File: config.mk
export PLATFORM = sky130hd
export DESIGN_NAME = ex_core_alu_arb
export DESIGN_NICKNAME = d
export VERILOG_FILES = /design/src/rtl/ex_core_alu_arb_pkg.sv /design/src/rtl/ex_core_alu_rr_pick.sv /design/src/rtl/ex_core_alu_arb.sv
export SDC_FILE = /design/constraint.sdc
export NUM_CORES = 1
export LEC_CHECK = 0
export ABC_AREA = 1
export CORE_UTILIZATION = 38
export DETAILED_ROUTE_END_ITERATION = 10
export PLACE_DENSITY = 0.74
export SYNTH_ARGS = -nofsm -noshare
export SYNTH_HDL_FRONTEND = slang
export SYNTH_SLANG_ARGS = --single-unit
export TNS_END_PERCENT = 100
File: constraint.sdc
create_clock -name clk -period 3.6 [get_ports clk]
set_input_delay 0.72 -clock clk [delete_from_list [all_inputs] [get_ports clk]]
set_output_delay 0.72 -clock clk [all_outputs]
set_load 0.03 [all_outputs]
File: src/rtl/ex_core_alu_arb_pkg.sv
// Shared types and the ALU helper for the shared integer ALU arbiter (ex_core_alu_arb).
package ex_core_alu_arb_pkg;

   localparam int ALU_W    = 32;
   localparam int OP_W     = 3;
   localparam int ID_MAX_W = 3;

   typedef enum logic [OP_W-1:0] {
      ADD = 3'b000,
      SUB = 3'b001
   } alu_op_t;

   typedef struct packed {
      logic [ALU_W-1:0] op1;
      logic [ALU_W-1:0] op2;
      logic [OP_W-1:0]  op;
   } alu_req_t;

   typedef struct packed {
      logic [ID_MAX_W-1:0] id;
      logic [ALU_W-1:0]    result;
      logic                zero;
   } alu_rsp_t;

   // Undefined opcodes produce zero so the zero flag reads 1 for them.
   function automatic logic [ALU_W-1:0] alu_exec(input logic [ALU_W-1:0] a,
                                                 input logic [ALU_W-1:0] b,
                                                 input logic [OP_W-1:0]  op);
      logic [ALU_W-1:0] res;
      case (op)
         ADD:     res = a + b;
         SUB:     res = a - b;
         default: res = {ALU_W{1'b0}};
      endcase
      return res;
   endfunction

endpackage

File: src/rtl/ex_core_alu_rr_pick.sv
// Combinational round-robin picker: first asserted request at or after ptr, wrapping.
// Shared by the ex_core resource arbiters.
module ex_core_alu_rr_pick #(
   parameter  int N = 4,
   localparam int W = $clog2(N)
) (
   input  logic [N-1:0] req,
   input  logic [W-1:0] ptr,
   input  logic         en,
   output logic [N-1:0] gnt,
   output logic [W-1:0] idx,
   output logic         any
);

   // Walk the request vector starting at ptr; the first hit wins and masks the rest.
   always_comb begin : pick
      int         pos;
      logic [W-1:0] pos_w;
      logic       hit;
      gnt   = {N{1'b0}};
      idx   = {W{1'b0}};
      any   = 1'b0;
      pos   = 0;
      pos_w = {W{1'b0}};
      hit   = 1'b0;
      for (int k = 0; k < N; k++) begin
         pos        = (int'(ptr) + k >= N) ? int'(ptr) + k - N : int'(ptr) + k;
         pos_w      = W'(pos);
         hit        = en & req[pos_w] & ~any;
         gnt[pos_w] = hit;
         idx        = hit ? pos_w : idx;
         any        = any | hit;
      end
   end

endmodule

File: src/rtl/ex_core_alu_arb.sv
// Shared 32-bit ALU with round-robin arbitration, two-stage pipeline and tagged response.
// Optional build macro ALU_ARB_STATS_EN adds saturating grant/stall statistics counters.
module ex_core_alu_arb
   import ex_core_alu_arb_pkg::*;
#(
   parameter  int NUM_REQ = 4,
   localparam int ID_W    = $clog2(NUM_REQ)
) (
   input  logic                     clk,
   input  logic                     rst,
   input  logic [NUM_REQ-1:0]       req_valid,
   output logic [NUM_REQ-1:0]       req_ready,
   input  logic [NUM_REQ*ALU_W-1:0] req_op1,
   input  logic [NUM_REQ*ALU_W-1:0] req_op2,
   input  logic [NUM_REQ*OP_W-1:0]  req_op,
   output logic                     rsp_valid,
   input  logic                     rsp_ready,
   output logic [ID_W-1:0]          rsp_id,
   output logic [ALU_W-1:0]         rsp_result,
   output logic                     rsp_zero
`ifdef ALU_ARB_STATS_EN
   ,
   output logic [NUM_REQ*16-1:0]    stat_grant_cnt,
   output logic [15:0]              stat_stall_cnt
`endif
);

   logic               s2_adv_s;
   logic               s1_adv_s;
   logic               pick_en_s;
   logic               any_s;
   logic [NUM_REQ-1:0] gnt_s;
   logic [ID_W-1:0]    win_s;
   logic [ID_W-1:0]    nxt_ptr_s;
   alu_req_t           win_req_s;
   alu_rsp_t           s1_rsp_s;
   logic [ALU_W-1:0]   s1_res_s;

   logic               s1_valid_r;
   logic               s2_valid_r;
   logic [ID_W-1:0]    rr_ptr_r;
   logic [ID_W-1:0]    s1_id_r;
   alu_req_t           s1_req_r;
   alu_rsp_t           s2_rsp_r;

   // A full S1 may only take a new op when S2 drains in the same cycle.
   assign s2_adv_s  = ~s2_valid_r | rsp_ready;
   assign s1_adv_s  = ~s1_valid_r | s2_adv_s;
   assign pick_en_s = s1_adv_s & ~rst;

   ex_core_alu_rr_pick #(.N(NUM_REQ)) u_pick (
      .req (req_valid),
      .ptr (rr_ptr_r),
      .en  (pick_en_s),
      .gnt (gnt_s),
      .idx (win_s),
      .any (any_s)
   );

   assign req_ready = gnt_s;
   assign nxt_ptr_s = (win_s == ID_W'(NUM_REQ - 1)) ? {ID_W{1'b0}} : win_s + ID_W'(1);

   // One-hot mux of the winning requester's operands.
   always_comb begin
      win_req_s = '0;
      for (int i = 0; i < NUM_REQ; i++) begin
         win_req_s.op1 = win_req_s.op1 | ({ALU_W{gnt_s[i]}} & req_op1[i*ALU_W +: ALU_W]);
         win_req_s.op2 = win_req_s.op2 | ({ALU_W{gnt_s[i]}} & req_op2[i*ALU_W +: ALU_W]);
         win_req_s.op  = win_req_s.op  | ({OP_W{gnt_s[i]}}  & req_op[i*OP_W +: OP_W]);
      end
   end

   assign s1_res_s        = alu_exec(s1_req_r.op1, s1_req_r.op2, s1_req_r.op);
   assign s1_rsp_s.id     = ID_MAX_W'(s1_id_r);
   assign s1_rsp_s.result = s1_res_s;
   assign s1_rsp_s.zero   = (s1_res_s == {ALU_W{1'b0}});

   // Pipeline registers and round-robin pointer; reset drops anything in flight.
   always_ff @(posedge clk) begin
      if (rst) begin
         s1_valid_r <= 1'b0;
         s2_valid_r <= 1'b0;
         rr_ptr_r   <= {ID_W{1'b0}};
         s1_id_r    <= {ID_W{1'b0}};
         s1_req_r   <= '0;
         s2_rsp_r   <= '0;
      end else begin
         if (s2_adv_s) begin
            s2_valid_r <= s1_valid_r;
            s2_rsp_r   <= s1_rsp_s;
         end
         if (s1_adv_s) begin
            s1_valid_r <= any_s;
         end
         if (any_s) begin
            s1_req_r <= win_req_s;
            s1_id_r  <= win_s;
            rr_ptr_r <= nxt_ptr_s;
         end
      end
   end

   assign rsp_valid  = s2_valid_r;
   assign rsp_id     = s2_rsp_r.id[ID_W-1:0];
   assign rsp_result = s2_rsp_r.result;
   assign rsp_zero   = s2_rsp_r.zero;

`ifdef ALU_ARB_STATS_EN
   logic [NUM_REQ*16-1:0] grant_cnt_r;
   logic [15:0]           stall_cnt_r;

   // Saturating acceptance counters per requester plus a starved-cycle counter.
   always_ff @(posedge clk) begin
      if (rst) begin
         grant_cnt_r <= '0;
         stall_cnt_r <= 16'h0000;
      end else begin
         for (int i = 0; i < NUM_REQ; i++) begin
            if (gnt_s[i] && req_valid[i] && (grant_cnt_r[i*16 +: 16] != 16'hFFFF)) begin
               grant_cnt_r[i*16 +: 16] <= grant_cnt_r[i*16 +: 16] + 16'h0001;
            end
         end
         if ((|req_valid) && !any_s && (stall_cnt_r != 16'hFFFF)) begin
            stall_cnt_r <= stall_cnt_r + 16'h0001;
         end
      end
   end

   assign stat_grant_cnt = grant_cnt_r;
   assign stat_stall_cnt = stall_cnt_r;
`endif

endmodule
==> impl_summary.log <==
INFO  metric syn_to_final_growth = 50.47%
INFO  metric design.core.area = between 20,000 and 25,000 µm²
INFO  metric max_slew_margin = 0.4467
INFO  metric grt_start_max_net_pins = 101
INFO  metric max_cap_viol_count = 0
INFO  metric ys_dominant_reg_cell = sky130_fd_sc_hd__dfxtp_1
INFO  metric routedWlPerCell = 14.59 µm
INFO  metric cts_max_path_buffers = 2
INFO  metric clkSinkCount = ~110
INFO  metric post-place-cells = roughly 2.3k
INFO  metric yosysWarningCount = 0
INFO  metric later_pin_clock_latency_in_the_skew_report = 0.37 ns
INFO  metric power.density = around 960 nW/µm²
INFO  metric finalHoldViolCount = 0
INFO  metric drt_first_pass_iters = 5
INFO  metric tritoncts_clock_tree = yes
INFO  metric post-route-drc-count = 0
INFO  metric run_status = complete, but fails checks
INFO  metric postSynthCellCount = 1,639
INFO  metric antenna_cells_inserted = 0
INFO  metric fin_util = 0.5834
INFO  metric violations = setup timing
INFO  metric period_needed = around 3.7 ns
INFO  metric cp.required = 3.91 ns
INFO  metric synth_largest_type_area_fraction = 0.2459
INFO  metric met3_wirelength = around 1600 µm
INFO  metric cts.root.buffer_cell = sky130_fd_sc_hd__clkbuf_16
INFO  metric synth_seq_cells = 108
INFO  metric clock_tree.htree_level_count = 3
INFO  metric fin_ws = -0.05620 ns
INFO  metric path_class = flip-flop to flip-flop
INFO  metric timing_max_transition_violations_final = 0
INFO  metric type_of_the_most_critical_hold_path = flip-flop to flip-flop
INFO  metric syn-mean-instance-area = approximately 5.6 µm²
INFO  metric synth.lib_cells_used.distinct = between 40 and 50
INFO  metric cts_made_buffers = 9
INFO  metric globalRouteTotalUtil = 0.2709
INFO  metric critPathArrivalTime = 3.96 ns
INFO  metric worst_setup_path_start_kind = flip-flop
INFO  metric grt_setup_unrepaired = yes
INFO  metric power = 0.01318 W
INFO  metric synth_area = roughly 9100 µm²
INFO  metric wl_met2 = around 17,000 µm
INFO  metric route.final.wire_length = between 30,000 and 40,000 µm
INFO  metric met1_length = ~15,000 µm
INFO  metric ant_nets = 0
INFO  metric num_vias = ~11k
INFO  metric timing_worst_slew_pin_value = slightly above 0.8 ns
INFO  metric seq_area_frac_synth = 0.2368
INFO  metric floorplan_die_area = about 25,000 µm²
INFO  metric synth.largest_area_cell = sky130_fd_sc_hd__nand2_1
INFO  metric initial_core_util = 0.3878
INFO  metric finish.net_count = 2,286
INFO  metric mappedNetlistNets = 1,951
INFO  metric die_width = between 150 and 200 µm
INFO  metric initialDrtViolationCount = approximately 630
INFO  metric num_rows = 56
INFO  metric numPortBuffers = between 300 and 400
INFO  metric path_max_fanout = 4
INFO  metric fmax = between 0.2 and 0.3 GHz
INFO  metric path_clk_slew = 0.08 ns
INFO  metric route.detailed.vias_per_inst = between 4 and 5
INFO  metric chipHeight = roughly 160 µm
INFO  metric filler_cell_count = roughly 2.4k
INFO  metric ios = roughly 320
INFO  metric setup_violations = 2
INFO  metric p_leak = about 6.5 nW
INFO  metric global_route_wire_length_before_repair = 52,650 µm
INFO  metric final.setup_skew = roughly 0.012 ns
INFO  metric synth.area.top_cells = sky130_fd_sc_hd__nand2_1, sky130_fd_sc_hd__dfxtp_1, sky130_fd_sc_hd__nor2_1
INFO  metric layout-drive-gt1-share = 0.1036
INFO  metric routed.top_layer = met4
INFO  metric synth_async_sr_flop_share = 0
INFO  metric dp.final_hpwl = ~27,000 µm
INFO  metric globalRoute.totalOverflow = 0
INFO  metric final-instance-count-excl-fill = 2,298
INFO  metric vdd_drop_max = 571.2 µV
INFO  metric final_min_period_over_clock_period = 1.016
INFO  metric grt_pass1_vias = ~11k
INFO  metric routabilityCongestion = approximately 0.92
INFO  metric antenna_found_initial = 0
INFO  metric setup.worst_path.end_class = flip-flop
INFO  metric synth_edf_count = 0
INFO  metric timing.hold.ws = roughly 0.46 ns
## cells in the mapped netlist (2+ instances only)
cell type                  count
sky130_fd_sc_hd__ha_1         36
sky130_fd_sc_hd__inv_2         4
sky130_fd_sc_hd__xor2_1       22
sky130_fd_sc_hd__nand2_2       2
sky130_fd_sc_hd__o21ai_0     121
sky130_fd_sc_hd__o31ai_1       3
sky130_fd_sc_hd__buf_6         4
sky130_fd_sc_hd__nand2_1     598
sky130_fd_sc_hd__clkbuf_1     31
sky130_fd_sc_hd__buf_4         7
sky130_fd_sc_hd__buf_1         7
sky130_fd_sc_hd__or2_2         5
sky130_fd_sc_hd__a21oi_1      71
sky130_fd_sc_hd__o21bai_1      5
sky130_fd_sc_hd__dfxtp_1     108
sky130_fd_sc_hd__nand4_1      17
sky130_fd_sc_hd__nand3_1     134
sky130_fd_sc_hd__o21ai_1       6
sky130_fd_sc_hd__a21boi_0      3
sky130_fd_sc_hd__nor3_1       11
sky130_fd_sc_hd__xnor2_1       9
sky130_fd_sc_hd__nand3b_1      5
sky130_fd_sc_hd__inv_1       140
sky130_fd_sc_hd__buf_2        18
sky130_fd_sc_hd__or2_1         5
sky130_fd_sc_hd__nor2_1      249
## where the power goes
group | internal, W | switching [W] | leakage [nW]
Clock | 0.000502 | 0.000531 | 0.153
Combinational | 0.00388 | 0.00627 | 5.45
Sequential | 0.00165 | 0.000357 | 0.894
Total | 0.00603 | 0.00716 | 6.50
## sequential cells by signal, summed over array words and instances, names as in the netlist, named ones only
| name | flops |
|---|---|
| s1_valid_r | 1 |
| s1_req_r | 67 |
| s1_id_r | 2 |
| rr_ptr_r | 1 |
| rsp_valid | 1 |
| rsp_zero | 1 |
| rsp_result | 32 |
| rsp_id | 2 |
## metal layers
metal,up-vias,global-route usage
met3,48,0.03827
li1,5866,-
met1,5054,0.3362
met4,0,0.08683
met5,-,0
met2,348,0.4787
## cells in the final DEF, fill, tap and decap left out, types with 6 or more instances in the layout
master                              n
sky130_fd_sc_hd__clkbuf_16          9
sky130_fd_sc_hd__inv_1            134
sky130_fd_sc_hd__buf_4             75
sky130_fd_sc_hd__nor2_4             8
sky130_fd_sc_hd__ha_4               6
sky130_fd_sc_hd__xnor2_1            7
sky130_fd_sc_hd__a21oi_2            9
sky130_fd_sc_hd__nor3_1             8
sky130_fd_sc_hd__or2_2              6
sky130_fd_sc_hd__o21ai_1           10
sky130_fd_sc_hd__nand2_1          580
sky130_fd_sc_hd__nor2_2            15
sky130_fd_sc_hd__ha_1              29
sky130_fd_sc_hd__nor2_1           228
sky130_fd_sc_hd__nand4_1           17
sky130_fd_sc_hd__clkdlybuf4s50_1  310
sky130_fd_sc_hd__nand3_2            7
sky130_fd_sc_hd__nand2_2           16
sky130_fd_sc_hd__nand3_1          127
sky130_fd_sc_hd__a21oi_1           59
sky130_fd_sc_hd__xor2_1            19
sky130_fd_sc_hd__dfxtp_1          106
sky130_fd_sc_hd__inv_2             10
sky130_fd_sc_hd__o21ai_0          113
## kinds of logic (layout without fill, tap and decap cells)
logic type	Yosys count	after routing	synth area share
and+or+nand+nor	1032	1032	0.4581
AOI/OAI and AO/OA	219	219	0.1280
buffers and inverters	212	552	0.09580
DFF	108	108	0.2368
adders and majority gates	37	37	0.05153
xor gates and xnor gates	31	31	0.02974
## area by class of cell
cell class / count / area (µm²) / area share
repair buffers: 391 / 3769 / 0.2744
flip-flops and latches: 108 / 2165 / 0.1576
well taps: 319 / 399.1 / 0.02906
inverters: 145 / 544.3 / 0.03962
multi-input cells: 1319 / 6540 / 0.4761
clock inverters: 7 / 93.84 / 0.006832
clock buffers: 9 / 225.2 / 0.01640
## worst paths after layout
path                from              to  slack, ns  cells past startpoint
min reg2reg   s1_id_r[0]       rsp_id[0]       0.46                      2
max reg2reg  s1_req_r[4]  rsp_result[29]      -0.06                     26
max          s1_req_r[4]  rsp_result[29]      -0.06                     26
min           s1_id_r[0]       rsp_id[0]       0.46                      2
## stage by stage
stage / setup slack (ns) / instance area [µm²] / TNS (ns)
after floorplan: 0.2505 / 9129 / 0
after global routing: -0.3470 / 13740 / -2.384
final: -0.05620 / 13740 / -0.1119
after detailed placement: -0.3004 / 12950 / -1.564
after CTS: -0.02431 / 13320 / -0.02431
after global placement: -0.2251 / 12950 / -0.6858
## critical path: stages (launching register included)
cell                      delay, ns
sky130_fd_sc_hd__dfxtp_2       0.33
sky130_fd_sc_hd__inv_2         0.07
sky130_fd_sc_hd__ha_4          0.15
sky130_fd_sc_hd__nand3_4       0.08
sky130_fd_sc_hd__nor3_4        0.19
sky130_fd_sc_hd__nand2_1       0.10
sky130_fd_sc_hd__nor3_2        0.22
sky130_fd_sc_hd__nand2_2       0.12
sky130_fd_sc_hd__nor2_4        0.15
sky130_fd_sc_hd__nand4_1       0.13
sky130_fd_sc_hd__nor2_2        0.18
sky130_fd_sc_hd__buf_4         0.13
sky130_fd_sc_hd__nor2_2        0.04
sky130_fd_sc_hd__xnor2_2       0.27
sky130_fd_sc_hd__ha_4          0.28
sky130_fd_sc_hd__a21oi_4       0.16
sky130_fd_sc_hd__o21ai_2       0.08
sky130_fd_sc_hd__nand2_1       0.06
sky130_fd_sc_hd__nand2_1       0.07
sky130_fd_sc_hd__a21oi_2       0.13
sky130_fd_sc_hd__nand2_2       0.10
sky130_fd_sc_hd__nand2_2       0.08
sky130_fd_sc_hd__nand2_2       0.06
sky130_fd_sc_hd__nor2_4        0.13
sky130_fd_sc_hd__buf_4         0.12
sky130_fd_sc_hd__nand2_2       0.04
sky130_fd_sc_hd__a21oi_2       0.14
## what timing repair did
action | 4_1_cts | 5_1_grt
endpoints found under the setup margin | 10 | 14
hold buffers | 0 | 0
gates cloned | 0 | 0
gates resized for setup | 15 | 101
pin swaps | 2 | 61
buffers inserted | 0 | 6
Power figures use the tool's default switching activity.
